$ cat src/rtl/ov7670_pkg.sv
// Shared types, legal frame-buffer word widths and the RGB565 reduction helper
// for the OV7670 capture path.
package ov7670_pkg;

    typedef enum logic [1:0] {
        StIdle,
        StSync,
        StActive,
        StDone
    } cap_state_e;

    localparam int unsigned OUT_W_RGB333 = 9;
    localparam int unsigned OUT_W_RGB444 = 12;
    localparam int unsigned OUT_W_RGB565 = 16;

    // Result is right-aligned; callers keep the low out_w bits.
    function automatic logic [15:0] rgb565_reduce(input logic [15:0] p,
                                                  input int unsigned out_w);
        logic [15:0] r;
        r = p;
        if (out_w == OUT_W_RGB333) begin
            r = {7'd0, p[15:13], p[10:8], p[4:2]};
        end else if (out_w == OUT_W_RGB444) begin
            r = {4'd0, p[15:12], p[10:7], p[4:1]};
        end
        return r;
    endfunction

endpackage

$ cat src/rtl/ov7670_capture_param_pixel_pack.sv
// Camera input register stage, byte pairing and RGB565 reduction.
// Emits a one-cycle pixel_valid_o with the reduced pixel on the second byte.
module ov7670_pixel_pack
    import ov7670_pkg::*;
#(
    parameter int unsigned OUT_W = OUT_W_RGB333
) (
    input  logic             pclk_i,
    input  logic             rst_n,
    input  logic             vsync_i,
    input  logic             href_i,
    input  logic [7:0]       d_i,
    output logic             vsync_rise_o,
    output logic             vsync_fall_o,
    output logic             href_o,
    output logic             href_fall_o,
    output logic             phase_o,
    output logic             pixel_valid_o,
    output logic [OUT_W-1:0] pixel_o
);

    logic       vsync_q, vsync_q2;
    logic       href_q, href_q2;
    logic [7:0] d_q;
    logic [7:0] hi_q, hi_d;
    logic       phase_q, phase_d;
    logic       byte_ok;

    // vsync takes priority over href: bytes seen during blanking are ignored.
    assign byte_ok = href_q & ~vsync_q;

    always_comb begin
        phase_d = 1'b0;
        hi_d    = hi_q;
        if (byte_ok) begin
            phase_d = ~phase_q;
            if (!phase_q) begin
                hi_d = d_q;
            end
        end
    end

    always_ff @(posedge pclk_i or negedge rst_n) begin
        if (!rst_n) begin
            vsync_q  <= 1'b0;
            vsync_q2 <= 1'b0;
            href_q   <= 1'b0;
            href_q2  <= 1'b0;
            d_q      <= 8'd0;
            hi_q     <= 8'd0;
            phase_q  <= 1'b0;
        end else begin
            vsync_q  <= vsync_i;
            vsync_q2 <= vsync_q;
            href_q   <= href_i;
            href_q2  <= href_q;
            d_q      <= d_i;
            hi_q     <= hi_d;
            phase_q  <= phase_d;
        end
    end

    assign vsync_rise_o  = vsync_q & ~vsync_q2;
    assign vsync_fall_o  = ~vsync_q & vsync_q2;
    assign href_o        = href_q;
    assign href_fall_o   = ~href_q & href_q2;
    assign phase_o       = phase_q;
    assign pixel_valid_o = byte_ok & phase_q;
    assign pixel_o       = OUT_W'(rgb565_reduce({hi_q, d_q}, OUT_W));

endmodule

$ cat src/rtl/ov7670_capture_param.sv
// OV7670 capture top: frame FSM, pixel/line counters, linear write address,
// optional 2x2 decimation and line/frame integrity status.
module ov7670_capture_param
    import ov7670_pkg::*;
#(
    parameter int unsigned H_ACTIVE = 640,
    parameter int unsigned V_ACTIVE = 480,
    parameter int unsigned OUT_W    = OUT_W_RGB333,
    parameter int unsigned DECIM    = 0,
    parameter int unsigned ADDR_W   = 19
) (
    input  logic              pclk_i,
    input  logic              rst_n,
    input  logic              enable_i,
    input  logic              vsync_i,
    input  logic              href_i,
    input  logic [7:0]        d_i,
    output logic [ADDR_W-1:0] addr_o,
    output logic [OUT_W-1:0]  dout_o,
    output logic              we_o,
    output logic              frame_done_o,
    output logic              frame_ok_o,
    output logic              line_err_o
);

    localparam int unsigned XW   = $clog2(H_ACTIVE + 2);
    localparam int unsigned YW   = $clog2(V_ACTIVE + 2);
    localparam int unsigned NPIX = (H_ACTIVE >> DECIM) * (V_ACTIVE >> DECIM);
    localparam logic [XW-1:0]     HA   = XW'(H_ACTIVE);
    localparam logic [XW-1:0]     XSAT = XW'(H_ACTIVE + 1);
    localparam logic [YW-1:0]     VA   = YW'(V_ACTIVE);
    localparam logic [YW-1:0]     YSAT = YW'(V_ACTIVE + 1);
    localparam logic [ADDR_W-1:0] AMAX = ADDR_W'(NPIX - 1);

    logic             vsync_rise, vsync_fall, href_q, href_fall, phase;
    logic             pixel_valid;
    logic [OUT_W-1:0] pixel;

    ov7670_pixel_pack #(
        .OUT_W(OUT_W)
    ) u_pack (
        .pclk_i       (pclk_i),
        .rst_n        (rst_n),
        .vsync_i      (vsync_i),
        .href_i       (href_i),
        .d_i          (d_i),
        .vsync_rise_o (vsync_rise),
        .vsync_fall_o (vsync_fall),
        .href_o       (href_q),
        .href_fall_o  (href_fall),
        .phase_o      (phase),
        .pixel_valid_o(pixel_valid),
        .pixel_o      (pixel)
    );

    cap_state_e        state_q, state_d;
    logic [XW-1:0]     x_q, x_d;
    logic [YW-1:0]     y_q, y_d;
    logic [ADDR_W-1:0] addr_q, addr_d;
    logic [OUT_W-1:0]  dout_q, dout_d;
    logic              we_q, we_d;
    logic              done_q, done_d;
    logic              ok_q, ok_d;
    logic              line_err_q, line_err_d;
    logic              keep;

    assign keep = (DECIM == 0) || (!x_q[0] && !y_q[0]);

    always_comb begin
        state_d    = state_q;
        x_d        = x_q;
        y_d        = y_q;
        line_err_d = line_err_q;
        we_d       = 1'b0;
        done_d     = 1'b0;
        ok_d       = 1'b0;
        addr_d     = addr_q;
        if (we_q && addr_q != AMAX) begin
            addr_d = addr_q + 1'b1;
        end
        unique case (state_q)
            StIdle: begin
                if (enable_i) begin
                    state_d = StSync;
                end
            end
            StSync: begin
                if (vsync_fall) begin
                    state_d    = StActive;
                    x_d        = '0;
                    y_d        = '0;
                    line_err_d = 1'b0;
                    addr_d     = '0;
                end
            end
            StActive: begin
                if (pixel_valid) begin
                    we_d = (x_q < HA) && (y_q < VA) && keep;
                    if (x_q != XSAT) begin
                        x_d = x_q + 1'b1;
                    end
                end
                if (href_fall) begin
                    x_d = '0;
                    if (y_q != YSAT) begin
                        y_d = y_q + 1'b1;
                    end
                    if (phase || x_q != HA) begin
                        line_err_d = 1'b1;
                    end
                end
                if (vsync_rise) begin
                    // A line still in progress is abandoned and flagged.
                    if (href_q) begin
                        line_err_d = 1'b1;
                    end
                    state_d = StDone;
                    done_d  = 1'b1;
                    ok_d    = !line_err_d && (y_d == VA);
                end
            end
            StDone: begin
                state_d = enable_i ? StSync : StIdle;
            end
            default: state_d = StIdle;
        endcase
        dout_d = we_d ? pixel : dout_q;
    end

    always_ff @(posedge pclk_i or negedge rst_n) begin
        if (!rst_n) begin
            state_q    <= StIdle;
            x_q        <= '0;
            y_q        <= '0;
            addr_q     <= '0;
            dout_q     <= '0;
            we_q       <= 1'b0;
            done_q     <= 1'b0;
            ok_q       <= 1'b0;
            line_err_q <= 1'b0;
        end else begin
            state_q    <= state_d;
            x_q        <= x_d;
            y_q        <= y_d;
            addr_q     <= addr_d;
            dout_q     <= dout_d;
            we_q       <= we_d;
            done_q     <= done_d;
            ok_q       <= ok_d;
            line_err_q <= line_err_d;
        end
    end

    assign addr_o       = addr_q;
    assign dout_o       = dout_q;
    assign we_o         = we_q;
    assign frame_done_o = done_q;
    assign frame_ok_o   = ok_q;
    assign line_err_o   = line_err_q;

endmodule

$ cat config.mk
export PLATFORM = sky130hd
export DESIGN_NAME = ov7670_capture_param
export DESIGN_NICKNAME = d
export VERILOG_FILES = /design/src/rtl/ov7670_pkg.sv /design/src/rtl/ov7670_capture_param_pixel_pack.sv /design/src/rtl/ov7670_capture_param.sv
export SDC_FILE = /design/constraint.sdc
export NUM_CORES = 1
export LEC_CHECK = 0
export CAP_MARGIN = 20
export CORE_MARGIN = 1
export CORE_UTILIZATION = 30
export DETAILED_ROUTE_END_ITERATION = 12
export GPL_ROUTABILITY_DRIVEN = 0
export GPL_TIMING_DRIVEN = 0
export PLACE_DENSITY = 0.58
export SYNTH_ARGS = -nofsm -noshare
export SYNTH_HDL_FRONTEND = slang
export SYNTH_SLANG_ARGS = --single-unit
export TNS_END_PERCENT = 20
$ cat constraint.sdc
create_clock -name pclk_i -period 2.9 [get_ports pclk_i]
set_input_delay 0.435 -clock pclk_i [delete_from_list [all_inputs] [get_ports pclk_i]]
set_output_delay 0.435 -clock pclk_i [all_outputs]
set_load 0.05 [all_outputs]
# Yosys cells after proc, flatten, opt, wreduce, memory -nomap -nowiden
# Cells that the tools add are included.
# word_totals
regBits	74
latchBits	0
ram_bits	0
rom_bits	0
output_inout_bits	32
word_cells	87
mem_count	0
# op_classes
n_addsub	3
mul	0
div	0
order_cmp	2
eq_ne	13
shift	0
muxes	33
bitwise	9
reduce_logical	11
# op_table
cell	n
$mux W19	3
$mux W10	4
$mux W9	4
$ne A10 B10 Y1 const B	2
$pmux W10 S2	1
$add A19 B1 Y19 const B	1
$ne A19 B19 Y1 const B	1
$pmux W9 S2	1
$mux W1	15
$add A10 B1 Y10 const B	1
$lt A10 B10 Y1 const B	1
$add A9 B1 Y9 const B	1
$eq A9 B9 Y1 const B	1
$lt A9 B9 Y1 const B	1
$ne A9 B9 Y1 const B	1
$pmux W2 S4	1
$mux W2	3
$ne A3 B3 Y1 const B	2
$and A1 B1 Y1	5
$eq A2 B2 Y1 const B	2
$ne A2 B1 Y1 const B	2
$not A1 Y1	4
$reduce_and A2 Y1	2
$reduce_and A4 Y1	1
9 further kinds	11

# Logic depth before layout (Yosys ltp)
# depth
word_depth	11
depth_mapped	8

# Hierarchy
# Synthesis repeated with hierarchy kept, for this count alone.
# hier_totals
cells_unflattened	356
hier_area_um2	3748.6
# modules_own_cells
mod	instances	cells_per_inst	area_per_inst_um2
ov7670_capture_param	1	323	3134.3
ov7670_pixel_pack	1	33	614.3

# Worst setup path before layout
# OpenSTA, ideal clock, no wires.
# synth_path
path_type	reg2reg
start	reg addr_q[0], in the netlist addr_o[0]
end	reg addr_q[10], in the netlist addr_o[10]
setup_time_ps	78
t_arrival_ps	1965
slack_ps	857
stages_incl_launch_ff	7
period_less_slack_ps	2043
cell_sequence	dfrtp_1 > ha_1 > and3_1 > and4_1 > clkbuf_2 > or4_1 > a21oi_1
# synth_between
elab_chain_len	5
# synth_lines
element	line	text
start: declaration	ov7670_capture_param.sv:59	logic [ADDR_W-1:0] addr_q, addr_d;
start signal: assignment	ov7670_capture_param.sv:145	addr_q <= addr_d;
parallel branches: the longest is 2 deep, another holds $add A19 B1 Y19	-	
$mux W19 *	ov7670_capture_param.sv:78	if (we_q && addr_q != AMAX) begin
$mux W19	ov7670_capture_param.sv:88	if (vsync_fall) begin
$mux W19 *	ov7670_capture_param.sv:81	unique case (state_q)
net addr_d[10]	ov7670_capture_param.sv:59	
# Mark *: on every way through the listed nets, which the timed path passes.
# A chain may end at the register's enable or synchronous reset.

# Worst setup path in the final report
# layout_path
start	reg state_q[1]
end	reg x_q[2]
# layout_between
elab_chain_len	3
# layout_lines
element	line	text
start: declaration	ov7670_capture_param.sv:56	cap_state_e state_q, state_d;
start signal: assignment	ov7670_capture_param.sv:132	state_q <= StIdle;
start signal: assignment	ov7670_capture_param.sv:142	state_q <= state_d;
$eq A2 B2 Y1 or $eq A2 B1 Y1 (tied branches)	ov7670_capture_param.sv:81	
$ne A3 B3 Y1 (no source line) (tied with other cells)	-	
$reduce_and A4 Y1 (no source line)	-	
end signal: assignment	ov7670_capture_param.sv:133	x_q <= '0;
end signal: assignment	ov7670_capture_param.sv:143	x_q <= x_d;
end: declaration	ov7670_capture_param.sv:57	logic [XW-1:0] x_q, x_d;
# Several ways; a longest one is shown, not always the timed one.

==> flow_metrics.env <==
export IMPL_grtUsageTotal_pct=14.0
export IMPL_max_cap_viol_count=0
export IMPL_area_growth_pct=26.6
export IMPL_dp_final_hpwl_um=5880
export IMPL_std_cell_rows=40
export IMPL_p_comb_share_pct=29.1
export IMPL_grt_pass1_wl_um=14200
export IMPL_syn_inst=364
export IMPL_antenna_found_initial=0
export IMPL_tightest_slew_ns=0.782
export IMPL_syn_nets=387
export IMPL_layout_nets=443
export IMPL_post_route_cell_area_mm2=0.00470
export IMPL_synth_seq_cells=72
export IMPL_synth_cell_types=61
export IMPL_reg2reg_depth=8
export IMPL_ir_drop_v=0.000330
export IMPL_clock_power_share_pct=35.0
export IMPL_timing_rr_end="x_q[2]"
export IMPL_drive_above_1_share_pct=12.0
export IMPL_first_iter_violations=121
export IMPL_cts_sinks=72
export IMPL_syn_avg_cell_area_um2=10.2
export IMPL_syn_area_mm2=0.00372
export IMPL_slew_headroom_pct=47.9
export IMPL_path_class="reg -> reg"
export IMPL_grt_setup_unrepaired="false"
export IMPL_die_y_um=113
export IMPL_core_area_mm2=0.0121
export IMPL_grt_pass1_vias=2935
export IMPL_endpoint_kind="flop"
export IMPL_startpoint="state_q[1]"
export IMPL_dp_cells=577
export IMPL_grt_max_degree=39
export IMPL_synthFlopType="dfrtp_1"
export IMPL_switching_share_pct=34.5
export IMPL_crit_chain="inv_1 > ha_1 > clkbuf_2 > and3b_1 > clkbuf_1 > a21oi_1 > o21ai_0 > o21ai_1"
export IMPL_synth_async_reset_ratio_pct=100
export IMPL_cp_required_ns=3.16
export IMPL_synth_edf_count=0
export IMPL_status="finished clean"
export IMPL_p_per_area_mw_per_mm2=726
export IMPL_ctsResizeCount=0
export IMPL_tritoncts="done"
export IMPL_cts_path_max_buffers=2
export IMPL_min_period_over_period_pct=77.8
export IMPL_max_freq_mhz=443
export IMPL_maxSlewViolCount=0
export IMPL_dieArea_mm2=0.0128
export IMPL_crit_fanout=9
export IMPL_start_util_pct=30.8
export IMPL_clk_pin_slew_ns=0.06
export IMPL_p_seq_share_pct=36.0
export IMPL_post_route_util_pct=39.0
export IMPL_cp_slowest_cell="a21oi_1"
export IMPL_diodes=0
export IMPL_max_stage_delay_ns=0.64
export IMPL_via_per_inst=5.07
export IMPL_overflow=0
export IMPL_cts_htree_levels=3
export IMPL_layout_min_cycle_time_ns=2.26
export IMPL_power_uw=3410
export IMPL_wl_per_cell_um=14.0
export IMPL_yosysSeqAreaShare_pct=48.5
export IMPL_worst_clock_skew_ns=0.00544
export IMPL_die_w_um=113
export IMPL_worstSetupStartpointType="flop"
export IMPL_drt_wl_total_um=8300
export IMPL_r2r_start="state_q[1]"
export IMPL_finalNonFillerCells=593
export IMPL_finalSetupViolCount=0
export IMPL_synth_warnings=0
export IMPL_p_int_uw=2240
export IMPL_vias=3005
export IMPL_dpl_instance_area_mm2=0.00438
export IMPL_p_switching_uw=1180
export IMPL_reg2reg_slack_ns=0.64
export IMPL_drc=0
export IMPL_hold_violations=0
export IMPL_hold_buffers=0
export IMPL_cts_buffers=9
export IMPL_ios=45
export IMPL_port_buffers=44
export IMPL_worst_hold_slack_ns=0.0594
export IMPL_clk_latency_ns=0.33
export IMPL_cts_root_buf="clkbuf_16"
export IMPL_power_leakage_uw=0.00194
export IMPL_post_cts_buffers=0
export IMPL_worst_ep_arrival_time_ns=2.52
export IMPL_drtPass1Iterations=4
export IMPL_ant_nets=0
export IMPL_hp_class="in -> async"
critical path: cells and delay by family (launching register included):
family / cells / cell delay [ns]
flops: 1 / 0.39
fa+ha+maj: 1 / 0.18
compound gates: 3 / 1.00
buf+inv: 3 / 0.43
simple gates: 1 / 0.18
cell usage in the layout (no fill, tap or decap), drive strengths merged, types with 3 or more instances in the layout:
master / n
dfrtp: 72
clkdlybuf4s50: 43
nand2: 37
o21ai: 23
a21oi: 21
clkbuf: 20
mux2: 16
inv: 16
nand3: 15
nor2: 10
ha: 10
o31ai: 9
or4: 8
or3: 8
and2: 7
nand4: 7
nand2b: 7
nor4: 7
mux2i: 7
a21o: 6
and4: 5
nor3: 5
nand3b: 5
buf: 5
and3: 4
a22o: 4
and3b: 3
o211ai: 3
or4b: 3
nor3b: 3
o32ai: 3
clkinv: 3
layer usage:
metal | GRT usage [%] | share of wire (%)
met2 | 21.3 | 45
met1 | 18.9 | 49
met3 | 2.62 | 3.2
met5 | 0 | 0
met4 | 7.02 | 1.8
state kept, by name, summed over array words and instances, names as in the netlist:
signal           cells
addr_o              19
x_q                 10
dout_o               9
y_q                  9
u_pack.d_q           8
u_pack.hi_q          6
state_q              2
frame_done_o         1
frame_ok_o           1
line_err_o           1
u_pack.href_o        1
u_pack.href_q2       1
u_pack.phase_o       1
u_pack.vsync_q       1
u_pack.vsync_q2      1
we_o                 1
worst max path at each step:
stage / to / slack (ns) / cells past startpoint
4_1_cts: x_q[9] / 0.62 / 8
3_5_place_dp: y_q[1] / 0.63 / 8
6_report: x_q[2] / 0.64 / 8
3_3_place_gp: u_pack.d_q[4] / -1.21 / 1
2_1_floorplan: addr_o[10] / 0.86 / 6
5_1_grt: y_q[1] / 0.47 / 8
cell usage after synthesis, types with 3 or more instances:
library cell | number | area [µm²]
o211ai_1 | 3 | 22.5
dfrtp_1 | 72 | 1800
and2_1 | 7 | 43.8
nor4_1 | 7 | 43.8
nand2_1 | 37 | 139
clkbuf_1 | 9 | 33.8
nand3_1 | 15 | 75.1
a21o_1 | 5 | 37.5
a22o_1 | 4 | 35.0
nand3b_1 | 4 | 30.0
and3b_1 | 3 | 26.3
or3_1 | 7 | 43.8
nand2b_1 | 7 | 43.8
mux2i_1 | 7 | 70.1
nor3_1 | 5 | 25.0
o21ai_1 | 3 | 15.0
inv_1 | 15 | 56.3
ha_1 | 10 | 125
and3_1 | 4 | 25.0
nand4_1 | 7 | 43.8
and4_1 | 5 | 43.8
o21ai_0 | 19 | 95.1
or4_1 | 8 | 60.1
mux2_2 | 16 | 180
nor2_1 | 10 | 37.5
a21oi_1 | 21 | 105
o31ai_1 | 9 | 67.6
buf_2 | 3 | 15.0
power groups by stage:
stage	clock network [µW]	registers (µW)	logic, µW
after floorplan	0	1440	470
after global placement	0	1240	969
after detailed placement	0	1240	994
after CTS	1220	1230	1000
after global routing	1280	1240	1080
final	1190	1230	992
logic make-up after synthesis:
group	synth area share, %
multiplexers	6.73
XOR/XNOR	0.236
AND/OR/NAND/NOR	23.0
adder cells (fa/ha/maj)	3.37
buffers and inverters	3.33
AO/OA/AOI/OAI	14.8
flip-flops	48.5
metrics by stage:
stage | setup TNS (ns) | setup slack [ns]
2_1_floorplan | 0 | 0.857
3_3_place_gp | -86.55 | -1.21
3_5_place_dp | 0 | 0.626
4_1_cts | 0 | 0.616
5_1_grt | 0 | 0.465
6_report | 0 | 0.644
final cells by class:
type,instances,area [µm²]
fillers,1214,7360
flip-flops and latches,72,1800
multi-input cells,262,1790
repair buffers,45,458
clock buffers,9,225
well taps,168,210
clock inverters,7,95.1
plain buffers,15,67.6
inverters,15,56.3
(Power assumes the default switching activity.)
